===== src/rtl/uart_rx_core_if.sv =====
// RX FIFO push-side bundle of the UART receiver: data/status strobe toward the
// FIFO and LSR overrun pulse, plus the FIFO-full back-pressure flag.
interface uart_rx_core_if;
  logic       rx_push_o;
  logic [7:0] rx_data_o;
  logic       rx_pe_o;
  logic       rx_fe_o;
  logic       rx_bi_o;
  logic       rx_oe_o;
  logic       fifo_full_i;

  modport master (
    output rx_push_o, rx_data_o, rx_pe_o, rx_fe_o, rx_bi_o, rx_oe_o,
    input  fifo_full_i
  );

  modport slave (
    input  rx_push_o, rx_data_o, rx_pe_o, rx_fe_o, rx_bi_o, rx_oe_o,
    output fifo_full_i
  );
endinterface


===== src/rtl/uart_rx_core.sv =====
// UART serial receive engine: oversamples rx on the baud tick, deserialises
// LCR-configured frames and pushes data plus PE/FE/BI status into the RX FIFO.
// Overrun (frame completed while FIFO full) is a separate one-clk pulse.
module uart_rx_core #(
  parameter int OVERSAMPLE  = 16,
  parameter int SYNC_STAGES = 2
) (
  input  logic              clk,
  input  logic              rst,        // asynchronous, active low
  input  logic              baud_tick,
  input  logic              rx_i,
  input  logic [1:0]        wls_i,
  input  logic              pen_i,
  input  logic              eps_i,
  input  logic              sticky_i,
  output logic              rx_busy_o,
  uart_rx_core_if.master    fifo
);

  localparam int TW = $clog2(OVERSAMPLE);
  localparam logic [TW-1:0] HALF_LAST = TW'(OVERSAMPLE / 2 - 1);
  localparam logic [TW-1:0] FULL_LAST = TW'(OVERSAMPLE - 1);

  typedef enum logic [2:0] {
    IDLE,
    START,
    DATA,
    PARITY,
    STOP,
    BRK_WAIT
  } state_t;

  state_t                 state_q, state_d;
  logic [SYNC_STAGES-1:0] sync_q;
  logic                   rx_s;
  logic [TW-1:0]          tick_cnt;
  logic [2:0]             bit_cnt;
  logic [7:0]             data_q;
  logic                   par_q;
  logic [1:0]             wls_q;
  logic                   pen_q;
  logic                   eps_q;
  logic                   sticky_q;

  logic                   frame_done;
  logic                   brk;
  logic                   par_exp;
  logic [2:0]             last_idx;

  assign rx_s      = sync_q[SYNC_STAGES-1];
  assign rx_busy_o = (state_q != IDLE);

  // Input synchroniser; preset to the idle line level.
  always_ff @(posedge clk or negedge rst) begin
    if (!rst) sync_q <= '1;
    else      sync_q <= {sync_q[SYNC_STAGES-2:0], rx_i};
  end

  // State register.
  always_ff @(posedge clk or negedge rst) begin
    if (!rst) state_q <= IDLE;
    else      state_q <= state_d;
  end

  // Next-state decode and frame-completion flags, evaluated on baud ticks only.
  always_comb begin
    state_d    = state_q;
    frame_done = 1'b0;
    last_idx   = 3'd4 + {1'b0, wls_q};
    par_exp    = sticky_q ? ~eps_q : (eps_q ? ^data_q : ~^data_q);
    // Break: every data bit, the parity bit (when present) and the stop bit low.
    brk        = (data_q == 8'h00) && !(pen_q && par_q) && !rx_s;
    if (baud_tick) begin
      unique case (state_q)
        IDLE:     if (!rx_s) state_d = START;
        START:    if (tick_cnt == HALF_LAST) state_d = rx_s ? IDLE : DATA;
        DATA:     if (tick_cnt == FULL_LAST && bit_cnt == last_idx)
                    state_d = pen_q ? PARITY : STOP;
        PARITY:   if (tick_cnt == FULL_LAST) state_d = STOP;
        STOP:     if (tick_cnt == FULL_LAST) begin
                    frame_done = 1'b1;
                    state_d    = brk ? BRK_WAIT : IDLE;
                  end
        BRK_WAIT: if (rx_s) state_d = IDLE;
        default:  state_d = IDLE;
      endcase
    end
  end

  // Bit timing counters, shift register, parity sample and latched LCR.
  always_ff @(posedge clk or negedge rst) begin
    if (!rst) begin
      tick_cnt <= '0;
      bit_cnt  <= '0;
      data_q   <= '0;
      par_q    <= 1'b0;
      wls_q    <= '0;
      pen_q    <= 1'b0;
      eps_q    <= 1'b0;
      sticky_q <= 1'b0;
    end else if (baud_tick) begin
      unique case (state_q)
        START: begin
          if (tick_cnt == HALF_LAST) begin
            tick_cnt <= '0;
            bit_cnt  <= '0;
            data_q   <= '0;
            wls_q    <= wls_i;
            pen_q    <= pen_i;
            eps_q    <= eps_i;
            sticky_q <= sticky_i;
          end else begin
            tick_cnt <= tick_cnt + TW'(1);
          end
        end
        DATA: begin
          if (tick_cnt == FULL_LAST) begin
            tick_cnt        <= '0;
            data_q[bit_cnt] <= rx_s;
            bit_cnt         <= bit_cnt + 3'd1;
          end else begin
            tick_cnt <= tick_cnt + TW'(1);
          end
        end
        PARITY: begin
          if (tick_cnt == FULL_LAST) begin
            tick_cnt <= '0;
            par_q    <= rx_s;
          end else begin
            tick_cnt <= tick_cnt + TW'(1);
          end
        end
        STOP: begin
          if (tick_cnt == FULL_LAST) tick_cnt <= '0;
          else                       tick_cnt <= tick_cnt + TW'(1);
        end
        default: tick_cnt <= '0;
      endcase
    end
  end

  // FIFO push / overrun strobes; status registers change only on an actual push.
  always_ff @(posedge clk or negedge rst) begin
    if (!rst) begin
      fifo.rx_push_o <= 1'b0;
      fifo.rx_oe_o   <= 1'b0;
      fifo.rx_data_o <= '0;
      fifo.rx_pe_o   <= 1'b0;
      fifo.rx_fe_o   <= 1'b0;
      fifo.rx_bi_o   <= 1'b0;
    end else begin
      fifo.rx_push_o <= 1'b0;
      fifo.rx_oe_o   <= 1'b0;
      if (frame_done) begin
        if (fifo.fifo_full_i) begin
          fifo.rx_oe_o <= 1'b1;
        end else begin
          fifo.rx_push_o <= 1'b1;
          fifo.rx_data_o <= brk ? 8'h00 : data_q;
          fifo.rx_pe_o   <= pen_q && (par_q != par_exp);
          fifo.rx_fe_o   <= !rx_s;
          fifo.rx_bi_o   <= brk;
        end
      end
    end
  end

endmodule


===== src/flat_wrapper.sv =====
// flat-port wrapper written by rule: the top's interface ports become plain ports
module uart_rx_core_flat 
#(
  parameter int OVERSAMPLE  = 16,
  parameter int SYNC_STAGES = 2
)
  (clk, rst, baud_tick, rx_i, wls_i, pen_i, eps_i, sticky_i, rx_busy_o, fifo_rx_push_o, fifo_rx_data_o, fifo_rx_pe_o, fifo_rx_fe_o, fifo_rx_bi_o, fifo_rx_oe_o, fifo_fifo_full_i);
  uart_rx_core_if fifo_i ();
  input  logic clk;
  input  logic rst;
  input  logic baud_tick;
  input  logic rx_i;
  input  logic [1:0] wls_i;
  input  logic pen_i;
  input  logic eps_i;
  input  logic sticky_i;
  output logic rx_busy_o;
  output wire logic [$bits(fifo_i.rx_push_o)-1:0] fifo_rx_push_o;
  output wire logic [$bits(fifo_i.rx_data_o)-1:0] fifo_rx_data_o;
  output wire logic [$bits(fifo_i.rx_pe_o)-1:0] fifo_rx_pe_o;
  output wire logic [$bits(fifo_i.rx_fe_o)-1:0] fifo_rx_fe_o;
  output wire logic [$bits(fifo_i.rx_bi_o)-1:0] fifo_rx_bi_o;
  output wire logic [$bits(fifo_i.rx_oe_o)-1:0] fifo_rx_oe_o;
  input wire logic [$bits(fifo_i.fifo_full_i)-1:0] fifo_fifo_full_i;
  assign fifo_rx_push_o = fifo_i.rx_push_o;
  assign fifo_rx_data_o = fifo_i.rx_data_o;
  assign fifo_rx_pe_o = fifo_i.rx_pe_o;
  assign fifo_rx_fe_o = fifo_i.rx_fe_o;
  assign fifo_rx_bi_o = fifo_i.rx_bi_o;
  assign fifo_rx_oe_o = fifo_i.rx_oe_o;
  assign fifo_i.fifo_full_i = fifo_fifo_full_i;
  uart_rx_core #(.OVERSAMPLE(OVERSAMPLE), .SYNC_STAGES(SYNC_STAGES)) u_core (.clk(clk), .rst(rst), .baud_tick(baud_tick), .rx_i(rx_i), .wls_i(wls_i), .pen_i(pen_i), .eps_i(eps_i), .sticky_i(sticky_i), .rx_busy_o(rx_busy_o), .fifo(fifo_i));
endmodule

===== config.mk =====
export PLATFORM = sky130hd
export DESIGN_NAME = uart_rx_core_flat
export DESIGN_NICKNAME = d
export VERILOG_FILES = /design/src/rtl/uart_rx_core_if.sv /design/src/rtl/uart_rx_core.sv /design/src/flat_wrapper.sv
export SDC_FILE = /design/constraint.sdc
export NUM_CORES = 1
export LEC_CHECK = 0
export CAP_MARGIN = 40
export CORE_ASPECT_RATIO = 0.9
export CORE_MARGIN = 1
export CORE_UTILIZATION = 55
export DETAILED_ROUTE_END_ITERATION = 12
export PLACE_DENSITY = 0.79
export SYNTH_ARGS = -nofsm -noshare
export SYNTH_HDL_FRONTEND = slang
export SYNTH_SLANG_ARGS = --single-unit

===== constraint.sdc =====
create_clock -name clk -period 4.28 [get_ports clk]
set_clock_uncertainty 0.15 [all_clocks]
set_input_delay 0.642 -clock clk [delete_from_list [all_inputs] [get_ports clk]]
set_output_delay 0.642 -clock clk [all_outputs]
set_load 0.05 [all_outputs]

* After elaboration in Yosys (flattened, before gate mapping)
Index checks and enable logic that the tools add are counted.
W data, S select, Z words.
** Operators by class
- Equality and inequality tests :: 16
- Reduce and logical (&&, ||, !) cells :: 20
- Multiplexer cells :: 32
- Order comparisons :: 2
- Add/sub/neg operators :: 3
- Bitwise operators :: 2
** Operators by type and width (number)
- $mux W3 :: 10
- $mux W8 :: 3
- $pmux W3 S6 :: 1
- $pmux W8 S2 :: 1
- $ne A2 B1 Y1 const B :: 6
- $mux W1 :: 10
- $bwmux W8 :: 1
- $logic_not A8 Y1 :: 1
- $mux W4 :: 2
- $pmux W4 S2 :: 1
- $reduce_xnor A8 Y1 :: 1
- $reduce_xor A8 Y1 :: 1
- $reduce_and A7 Y1 :: 1
- $eq A3 B2 Y1 const B :: 2
- $eq A3 B3 Y1 const B :: 2
- $logic_and A1 B1 Y1 :: 6
- $pmux W3 S2 :: 1
- $reduce_and A3 Y1 :: 2
- $add A4 B1 Y4 const B :: 1
- $eq A4 B3 Y1 const B :: 1
- $eq A4 B4 Y1 const B :: 1
- $lt A3 B4 Y1 const B :: 1
- $reduce_and A4 Y1 :: 1
- $add A3 B1 Y3 const B :: 1
- other kinds (15) :: 17
** Word-level totals
- Input bits :: 10
- Flip-flop bits (word level) :: 39
- Output and inout port bits :: 14
- Logic and storage cells :: 91

* Logic depth before layout (Yosys ltp)
- Word-level depth :: 7
- Mapped depth :: 7
- Mapped depth without buffers :: 6

* Worst setup path before layout
No wires, ideal clock.
- Kind :: register -> output
- Start point :: register u_core.state_q[2]
- End point :: output rx_busy_o
- Arrival :: 1.094 ns
- Stages on the path, launching flop included :: 5
- Required time :: 3.488 ns
- Path slack :: 2.394 ns
- Path buffers :: 2
- Cells stage by stage :: dfrtp_1 buf_2 buf_2 inv_1 nand2_1
** Between the ends
- Cells in the longest elaborated chain, start to end :: 1
** Ends and longest elaborated chain
- start, declared :: line uart_rx_core.sv:33 : state_t state_q, state_d;
- start signal, assigned :: line uart_rx_core.sv:62 : else state_q <= state_d;
- $reduce_bool A3 Y1 :: line uart_rx_core.sv:51 : assign rx_busy_o = (state_q != IDLE);
- end, declared :: line flat_wrapper.sv:17 : output logic rx_busy_o;
No other way between the ends.

* Final worst setup path
Ends and elaborated chain as after synthesis.

==> reports/qor.txt <==
layout cell share with drive strength beyond 1 - 10.2%
die width - 66.2 um
initial core utilization - 59.0%
Port Buffers - 23
Max-Cap Viols - 0
hold_buf cts - 0
Via Count - 1565
top post-synthesis cells by area - dfrtp_1 (45%), nand2_1 (4.1%), ha_1 (3.7%), inv_1 (3.5%), a22o_1 (3.4%)
Final Cycle Share - 68.2%
syn_area_per_cell - 10.4 sq um
fin cells - 260
measured slew at the worst slew-check pin - 861 ps
# IOs - 24
synthesized area - 2040 sq um
post-CTS sizing - 0
clock latency on the worst-skew pair - 290 ps
WL final - 4.28 mm
placed insts - 252
FF+latch area - 978 sq um
Synth cell types - 52
Post-Syn Instances - 196
final global-route overflow total - 0
final setup TNS - 0 ps
most frequent cells in the layout - dfrtp_1 (37), nand2_1 (22), clkdlybuf4s50_1 (22), inv_1 (19), a22o_1 (8)
synth warn - 0
async set-reset flop share out of synthesis - 100%
TritonCTS buffer count - 5
fill count - 270
RSZ-0062 raised after global routing - false
Yosys top cell area share - 45.4%
Finish-stage setup viols - 0
Area Overhead vs Synth - 15.3%
P_leak - 1.06 nW
number of flops mapped to enable cells by yosys - 0
Max FO, Critical Path - 16
Hold Path Class - flip-flop to flip-flop
final critical-path required period - 2920 ps
first-pass GRT wire length - 7.03 mm
Relative slew margins - 42.6%
largest net degree at the start of global routing - 40
clk sink count - 39
CTS tree - done
GPL Wtd Cong - 0.823
number of antenna-violating nets in the routed design - 0
status - finished, final reports clean
initial drt markers - 138
drt drc - 0
overall power - 0.915 mW
most common cell after layout, fill and taps aside - dfrtp_1
Multi-input gate area - 940 sq um
sequential area share after synthesis - 48.0%
Core Area - 3450 sq um
crit path kind - flip-flop to primary output
row count - 20
DR vias/cell - 6.02
clock slew seen by the registers of the worst setup and hold paths - 70 ps
clock buffer depth - 2
Hold Path Depth - 0
number of global-route vias before repair - 1485
clk root buf - clkbuf_8
post-DR wirelength/cell - 16.5 um
Crit. End Element - primary output
# Post-CTS Setup Buffers - 0
Ant. Diodes - 0
Initial DRT Pass Iterations - 4
Max rail drop VDD - 0.000299 V
data required time of the critical path - 3490 ps
CTS H-tree lvls - 2
cell depth of the worst flop-to-flop path - 5
Worst Hold Slack - 211 ps
cell taking the most area after synthesis - dfrtp_1
antenna violations before repair - 0
Post-layout nets - 231
ys flop type - dfrtp_1
overall routing resource usage - 24.6%
final hold vios - 0
crit path launch type - flip-flop
Achievable Freq - 342 MHz
CP arrival - 2130 ps
pins over their slew limit - 0
pwr/cell area - 389 nW/um^2
Die Ht - 59.8 um
syn_nets - 212
die area - 3950 sq um
DP Wirelength - 3.05 mm
#FFs+latches synth - 39
## synth_stat cells (2+ instances only)
cell type,count
o21a_1,2
nor3_1,4
nand2b_1,2
buf_2,6
mux2i_1,7
ha_1,6
nor4b_1,2
xnor2_1,6
mux2_2,6
o21ai_0,4
nor2_1,2
xor2_1,2
nand2_1,22
and4b_1,2
a211oi_1,2
o211ai_1,3
dfstp_2,2
a21oi_1,7
nand3_1,4
nand4_1,6
nand4b_1,2
a22o_1,8
clkbuf_1,5
inv_1,19
or3_1,2
dfrtp_1,37
## area by class of cell
type,count,share of cell area (%)
sequential,39,41.6
multi-input combinational,127,40.0
timing repair buffer,23,9.58
clock buffer,7,3.25
inverter,19,3.03
tap,44,2.34
clock inverter,1,0.213
## layer usage
layer | GRT usage (%) | share of wire (%)
met4 | 8.21 | 1.0
met3 | 5.15 | 4.9
met2 | 40.8 | 49
met5 | 0 | 0
met1 | 32.4 | 45
## cells by family after synthesis
kind of cell	after synthesis	share of synthesized area, %
mux	13	6.75
simple gates	60	17.7
buf+inv	30	5.89
xor+xnor	8	3.44
compound gates	40	14.5
fa+ha+maj	6	3.68
flops	39	48.0
## power by group
| part | total [mW] | switching [mW] | internal [mW] |
|---|---|---|---|
| Clock | 0.236 | 0.122 | 0.114 |
| Combinational | 0.205 | 0.112 | 0.0929 |
| Sequential | 0.474 | 0.0658 | 0.408 |
| Total | 0.915 | 0.300 | 0.615 |
## critical path, cell delays in order (launching register included)
cell,delay [ps]
dfrtp_1,690
inv_1,230
nand2_1,110
clkdlybuf4s50_1,800
## sequential cells by signal (all words and copies together) (netlist names)
signal                 cells
u_core.bit_cnt             3
u_core.data_q              8
u_core.eps_q               1
u_core.fifo.rx_bi_o        1
u_core.fifo.rx_data_o      8
u_core.fifo.rx_fe_o        1
u_core.fifo.rx_oe_o        1
u_core.fifo.rx_pe_o        1
u_core.fifo.rx_push_o      1
u_core.par_q               1
u_core.pen_q               1
u_core.state_q             3
u_core.sticky_q            1
u_core.sync_q              2
u_core.tick_cnt            4
u_core.wls_q               2
## worst paths after layout
check / startpoint / endpoint / slack (ps)
max in group asynchronous: rst / u_core.data_q[1] / 3140
min in group asynchronous: rst / u_core.state_q[0] / 310
worst min-delay path: u_core.sync_q[0] / u_core.sync_q[1] / 210
worst max register to register: u_core.tick_cnt[1] / u_core.fifo.rx_data_o[4] / 2070
worst min register to register: u_core.sync_q[0] / u_core.sync_q[1] / 210
worst max-delay path: u_core.state_q[2] / rx_busy_o / 1360
## metrics by stage
step	utilization (%)	setup WS [ps]	cell area, sq um
after CTS	68.1	1380	2350
after detailed placement	65.7	1330	2270
after global placement	65.7	1490	2270
after floorplan	-	2390	2040
final	68.1	1360	2350
after global routing	68.1	1260	2350
Power figures use the tool's default switching activity.
